**config.mk**
```make
export PLATFORM = sky130hd
export DESIGN_NAME = button_start_ctrl
export DESIGN_NICKNAME = d
export VERILOG_FILES = /design/src/rtl/button_start_pkg.sv /design/src/rtl/button_debounce.sv /design/src/rtl/button_start_ctrl.sv
export SDC_FILE = /design/constraint.sdc
export NUM_CORES = 1
export LEC_CHECK = 0
export ABC_AREA = 1
export CORE_MARGIN = 3
export CORE_UTILIZATION = 48
export DETAILED_ROUTE_END_ITERATION = 10
export PLACE_DENSITY = 0.75
export SYNTH_ARGS = -nofsm -noshare
export SYNTH_HDL_FRONTEND = slang
export SYNTH_HIERARCHICAL = 1
export SYNTH_SLANG_ARGS = --single-unit
```
**constraint.sdc**
```tcl
create_clock -name clk -period 1.1 [get_ports clk]
set_clock_uncertainty 0.1 [all_clocks]
set_input_delay 0.275 -clock clk [delete_from_list [all_inputs] [get_ports clk]]
set_output_delay 0.275 -clock clk [all_outputs]
set_load 0.02 [all_outputs]
```
**src/rtl/button_start_pkg.sv**
```systemverilog
// Shared types and default parameter values for the button-driven start controller.
package button_start_pkg;

    localparam int DEBOUNCE_CYCLES_DEF = 1;
    localparam int ACK_TIMEOUT_DEF     = 8;

    typedef enum logic [1:0] {
        IDLE      = 2'd0,
        ISSUE     = 2'd1,
        WAIT_ACK  = 2'd2,
        WAIT_DONE = 2'd3
    } state_t;

    typedef enum logic {
        GRANT_B1 = 1'b0,
        GRANT_B2 = 1'b1
    } grant_t;

endpackage

```
**src/rtl/button_debounce.sv**
```systemverilog
// One raw active-low button: 2-flop synchronizer, saturating debounce counter and
// a single-cycle press strobe on each accepted 1->0 transition.
module button_debounce
    import button_start_pkg::*;
#(
    parameter int DEBOUNCE_CYCLES = DEBOUNCE_CYCLES_DEF
) (
    input  logic clk,
    input  logic reset,
    input  logic button,
    output logic press
);

    localparam int CW = $clog2(DEBOUNCE_CYCLES + 1);
    localparam logic [CW-1:0] CNT_TC = CW'(DEBOUNCE_CYCLES - 1);

    logic          sync1;
    logic          sync2;
    logic          level;
    logic          armed;
    logic [1:0]    vld;
    logic [CW-1:0] cnt;
    logic          accept;

    assign accept = (sync2 != level) && (cnt == CNT_TC);
    assign press  = accept && level && armed;

    // armed only once a genuinely sampled release has been seen, so a button
    // held through reset cannot masquerade as a fresh press
    always_ff @(posedge clk or posedge reset) begin
        if (reset) begin
            sync1 <= 1'b1;
            sync2 <= 1'b1;
            level <= 1'b1;
            cnt   <= '0;
            vld   <= 2'b00;
            armed <= 1'b0;
        end else begin
            sync1 <= button;
            sync2 <= sync1;
            vld   <= {vld[0], 1'b1};
            if (vld[1] && sync2)
                armed <= 1'b1;
            if (sync2 == level)
                cnt <= '0;
            else if (accept) begin
                level <= sync2;
                cnt   <= '0;
            end else
                cnt <= cnt + 1'b1;
        end
    end

endmodule

```
**src/rtl/button_start_ctrl.sv**
```systemverilog
// Turns two push buttons into queued, round-robin start pulses and watches the
// downstream busy handshake for a missing acknowledge.
//
// state     | meaning
// IDLE      | waiting for a pending request while busy is low
// ISSUE     | start pulse high for the granted button
// WAIT_ACK  | waiting for busy to rise, timeout sets ack_err
// WAIT_DONE | downstream busy, waiting for it to fall
module button_start_ctrl
    import button_start_pkg::*;
#(
    parameter int DEBOUNCE_CYCLES = DEBOUNCE_CYCLES_DEF,
    parameter int ACK_TIMEOUT     = ACK_TIMEOUT_DEF
) (
    input  logic       clk,
    input  logic       reset,
    input  logic       button1,
    input  logic       button2,
    input  logic       busy,
    output logic       start1,
    output logic       start2,
    output logic [1:0] pending,
    output logic       ack_err
);

    localparam int TW = $clog2(ACK_TIMEOUT + 1);
    localparam logic [TW-1:0] TO_TC = TW'(ACK_TIMEOUT - 1);

    state_t        state, state_n;
    grant_t        last, last_n, sel;
    logic [1:0]    press, clr, pending_n;
    logic          start1_n, start2_n, ack_err_n;
    logic [TW-1:0] tcnt, tcnt_n;

    button_debounce #(.DEBOUNCE_CYCLES(DEBOUNCE_CYCLES)) u_db1 (
        .clk(clk), .reset(reset), .button(button1), .press(press[0])
    );

    button_debounce #(.DEBOUNCE_CYCLES(DEBOUNCE_CYCLES)) u_db2 (
        .clk(clk), .reset(reset), .button(button2), .press(press[1])
    );

    always_comb begin
        state_n   = state;
        last_n    = last;
        start1_n  = 1'b0;
        start2_n  = 1'b0;
        ack_err_n = ack_err;
        tcnt_n    = '0;
        clr       = 2'b00;

        if (pending == 2'b11)
            sel = (last == GRANT_B1) ? GRANT_B2 : GRANT_B1;
        else if (pending[1])
            sel = GRANT_B2;
        else
            sel = GRANT_B1;

        case (state)
            IDLE: begin
                if ((pending != 2'b00) && !busy) begin
                    state_n = ISSUE;
                    last_n  = sel;
                    if (sel == GRANT_B1) begin
                        start1_n = 1'b1;
                        clr      = 2'b01;
                    end else begin
                        start2_n = 1'b1;
                        clr      = 2'b10;
                    end
                end
            end
            ISSUE:
                state_n = WAIT_ACK;
            WAIT_ACK: begin
                if (busy)
                    state_n = WAIT_DONE;
                else if (tcnt == TO_TC) begin
                    ack_err_n = 1'b1;
                    state_n   = IDLE;
                end else
                    tcnt_n = tcnt + 1'b1;
            end
            WAIT_DONE: begin
                if (!busy)
                    state_n = IDLE;
            end
            default:
                state_n = IDLE;
        endcase

        // a press landing in the grant cycle re-arms the bit it would have cleared
        pending_n = (pending & ~clr) | press;
    end

    always_ff @(posedge clk or posedge reset) begin
        if (reset) begin
            state   <= IDLE;
            last    <= GRANT_B2;
            start1  <= 1'b0;
            start2  <= 1'b0;
            pending <= 2'b00;
            ack_err <= 1'b0;
            tcnt    <= '0;
        end else begin
            state   <= state_n;
            last    <= last_n;
            start1  <= start1_n;
            start2  <= start2_n;
            pending <= pending_n;
            ack_err <= ack_err_n;
            tcnt    <= tcnt_n;
        end
    end

endmodule

```
==> results.txt <==
Global routing finished with a remaining overflow of 0. The fraction of the cycle the final worst path needs was 116.1%. Counting flops and latches in the post-synthesis netlist gives 26. The cell family with the largest share of critical-path delay was flip-flops.

The mux cell area share after synthesis is 0%, and the via count is 669. The final period demand of the worst path is 1.277 ns, and the area share of the largest cell type after synthesis is 48.22%. The pin count of the biggest net entering global routing came out at 16. Global routing consumed, over all layers together, 15.41% of the routing resources.

The flow ran to the end, but the final reports show violations. The largest stage delay on the critical path was 0.45 ns. Yosys attributes the largest share of cell area to sky130_fd_sc_hd__dfrtp_1, sky130_fd_sc_hd__dfstp_2, sky130_fd_sc_hd__nand2_1. Data arrives at the worst endpoint at 0.90 ns. In this run, CTS created clock tree buffers numbering 3. Ranked by instance count, the synthesized netlist is headed by sky130_fd_sc_hd__nand2_1, sky130_fd_sc_hd__dfrtp_1, sky130_fd_sc_hd__inv_1.

The worst hold path belongs to the class in -> async. The run gives 1.360 mV as the peak ir drop on the vdd network. Switching share of power: 32.27%. The H-tree depth is 1, and the max-slew violation count is 0. For met1 alone, demand over resource in global routing was 18.36%. After global routing, the most crowded layer is met2. The die is 51.32 um tall. The synthesized area per cell was 9.959 um^2.

Dividing the detail-routed via count by the number of cells gives 4.520. The area growth from synthesis to layout is 34.39%. Final hold violation count: 0.

During synthesis, Yosys emitted a total of 6 warnings. The analysis attributes to net switching a power of 956.4 uW. The count of buffer and inverter cells on the critical path was 1; the number of distinct library cells after synthesis was 16.

The logs give 3.499% for the met3 routing resource usage after global routing and 53.61% for the starting density of the core. The run gives 2964 uW as the final total power. The via count of the first global-routing pass came out at 675.

The run gives 136 as the filler cell count. The HPWL after detailed placement is 1193 um. The share of the Yosys chip area taken by registers is 66.88%. Post-synthesis share of cell area spent on xor and xnor gates: 0.8883%. With fillers left out, the area of the finished cells amounts to 1325 um^2. The power share of the combinational group was 35.0%. On the critical path, the stage with the largest delay is an instance of sky130_fd_sc_hd__dfrtp_2. Setup violations remaining at the end of the flow were counted as 15. The tools report the post-detailed-routing wire length as 1745 um.

Once layout is complete, the utilization of the core stands at 72.04%. The type of origin of the critical path was a flip-flop. The synthesized netlist devotes 1.269% of its cell area to adder and majority cells. The final layout contains 130 nets.

In the synthesized netlist the dominant register cell turns out to be sky130_fd_sc_hd__dfrtp_1. Walking the worst path, the cells encountered are buf_6. The synthesized netlist devotes 3.299% of its cell area to compound gates. Power spread over the standard cell area amounts to 2237 nW/um^2. The run gives 15 as the floorplan row count. Master cell of the clock root buffer: sky130_fd_sc_hd__clkbuf_4. The checks that failed: negative setup slack. The number of routed nets with antenna violations is 0. The count of max-cap constraint violations is 0, and the placer's final routability congestion estimate is 0.6801. Category of the most critical setup path: reg -> out. For the antenna cell count, the log shows 0. After routing, the total negative slack on setup checks comes to -1.329 ns. The floorplan step defined a die boundary enclosing 2634 um^2. After technology mapping, the gate count stands at 99.

The final critical-path setup slack was -0.1771 ns; the CTS clock-pin slew for the worst setup and hold paths was 0.14 ns. Summed over all cells, the static leakage comes to 0.0006653 uW. Once placement completed, the tool counted placed cells totaling 140. Registers are responsible for 43.3% of the overall power. TritonCTS built the clock tree.

The synthesized design contains 0 enable-type register cells. In the routed design, unresolved DRC markers number 0. The tree built by TritonCTS fans out to 26 sinks. The first-pass detailed-route iteration total is 3.

By area, the combinational part of the netlist is dominated by simple AND/OR/NAND/NOR gates. The first global-routing pass estimated 2925 um of wire. The fraction of layout cells with a size suffix above 1 was 46.34%. In the final routed layout, each cell accounts on average for 11.79 um. sky130_fd_sc_hd__dfrtp_1 takes more of the synthesized area than any other cell. The post-detailed-placement cell area is 1165 um^2. The post-synthesis simple-gate area fraction was 18.91%; the DRC violation total after the first TritonRoute iteration was 7. The worst setup path is captured at an output pin. The tools report the clock tree buffer depth as 2. The number of I/O port buffers works out to 9. For the final cell count without fillers, the log shows 148. The later pin in the worst-skew pair is clocked with a latency of 0.32 ns.

The internal power of the cells totals 2008 uW. The total area inside the core boundary comes to 1839 um^2. The number of nets in the synthesized netlist is 105, and the cell area after synthesis is 985.9 um^2. Share of synthesized flip-flops with an asynchronous set or reset: 100.0%.

Chip width: 51.32 um. The initial antenna violation count came out at 0. For met2 alone, demand over resource in global routing was 26.61%. In this run the count of I/O pins placed on the die edge is 10. The run gives 0.7830 GHz as the highest attainable clock frequency. Along the worst path, the maximum fanout reaches 2. The clock network fraction of design power came out at 21.7%. The most repeated cell in the gate-level netlist after synthesis is sky130_fd_sc_hd__nand2_1. For the worst setup path, the data required time is 0.72 ns. Setup repair after global routing could not meet its margin everywhere.
==> registers in the layout, indices dropped and copies added, names as in the netlist <==
signal and cells:
state 2, last 1, tcnt 4, u_db1/level 1, u_db2/armed 1, u_db2/sync2 1
u_db2/sync1 1, u_db2/cnt 1, u_db1/vld 2, u_db2/vld 2, u_db1/sync2 1, start1 1
start2 1, ack_err 1, u_db1/sync1 1, u_db1/cnt 1, u_db1/armed 1, pending 2
u_db2/level 1
==> stage by stage <==
step | hold WS (ns) | worst slack, ns
5_1_grt | 0.07780 | -0.2159
2_1_floorplan | -0.02378 | 0.01014
4_1_cts | 0.07282 | -0.1735
3_3_place_gp | 0.2330 | -0.3479
3_5_place_dp | 0.2371 | -0.3817
6_report | 0.08049 | -0.1771
==> cell type report <==
| class | count | area (um^2) | area share [%] |
|---|---|---|---|
| Sequential cell | 26 | 664.4 | 50.14 |
| Multi-Input combinational cell | 54 | 312.8 | 23.61 |
| Timing Repair Buffer | 20 | 192.7 | 14.54 |
| Inverter | 19 | 71.32 | 5.382 |
| Tap cell | 25 | 31.28 | 2.361 |
| Clock inverter | 1 | 30.03 | 2.266 |
| Clock buffer | 3 | 22.52 | 1.700 |
==> placed cells by master (no fill, tap or decap), types with 5 or more instances in the layout <==
| cell type | count |
|---|---|
| sky130_fd_sc_hd__inv_1 | 13 |
| sky130_fd_sc_hd__nand2_1 | 21 |
| sky130_fd_sc_hd__buf_6 | 9 |
| sky130_fd_sc_hd__dfrtp_1 | 15 |
| sky130_fd_sc_hd__nand2_2 | 6 |
| sky130_fd_sc_hd__inv_2 | 6 |
| sky130_fd_sc_hd__dfstp_2 | 7 |
| sky130_fd_sc_hd__buf_4 | 7 |
| sky130_fd_sc_hd__nor2_2 | 5 |
==> power groups by stage <==
stage / clock network (uW) / registers, uW / logic [uW]
after CTS: 663 / 1270 / 832
after floorplan: 0 / 1330 / 312
after global routing: 707 / 1300 / 1140
final: 644 / 1280 / 1040
after global placement: 0 / 1240 / 696
after detailed placement: 0 / 1260 / 724
==> path summary, 6_finish.rpt <==
kind / endpoint / cells past startpoint / from / slack, ns
worst max-delay path: pending[0] / 1 / pending[0] / -0.18
worst min-delay path: pending[1] / 2 / reset / 0.08
worst max register to register: pending[0] / 7 / pending[1] / -0.11
worst min register to register: u_db2/vld[1] / 0 / u_db2/vld[0] / 0.27
max in group asynchronous: state[0] / 3 / reset / 0.51
min in group clk: u_db1/sync1 / 1 / button1 / 0.24
==> routing by layer <==
metal / vias to the layer above / part of all wire [%]
li1: 334 / -
met1: 318 / 43
met2: 13 / 53
met3: 4 / 2.8
met4: 0 / 1.7
met5: - / 0
==> kinds of logic after synthesis <==
group	count (synthesis)
and+or+nand+nor	42
DFF	26
buffers and inverters	19
AOI/OAI and AO/OA	6
other	4
xor gates and xnor gates	1
adders and majority gates	1
==> timing repair <==
action | in CTS | in global routing
hold buffers | 0 | 0
setup endpoints to repair | 15 | 17
resized for setup | 41 | 17
pin swaps | 3 | 11
buffers inserted | 0 | 4
(Power assumes the default switching activity.)
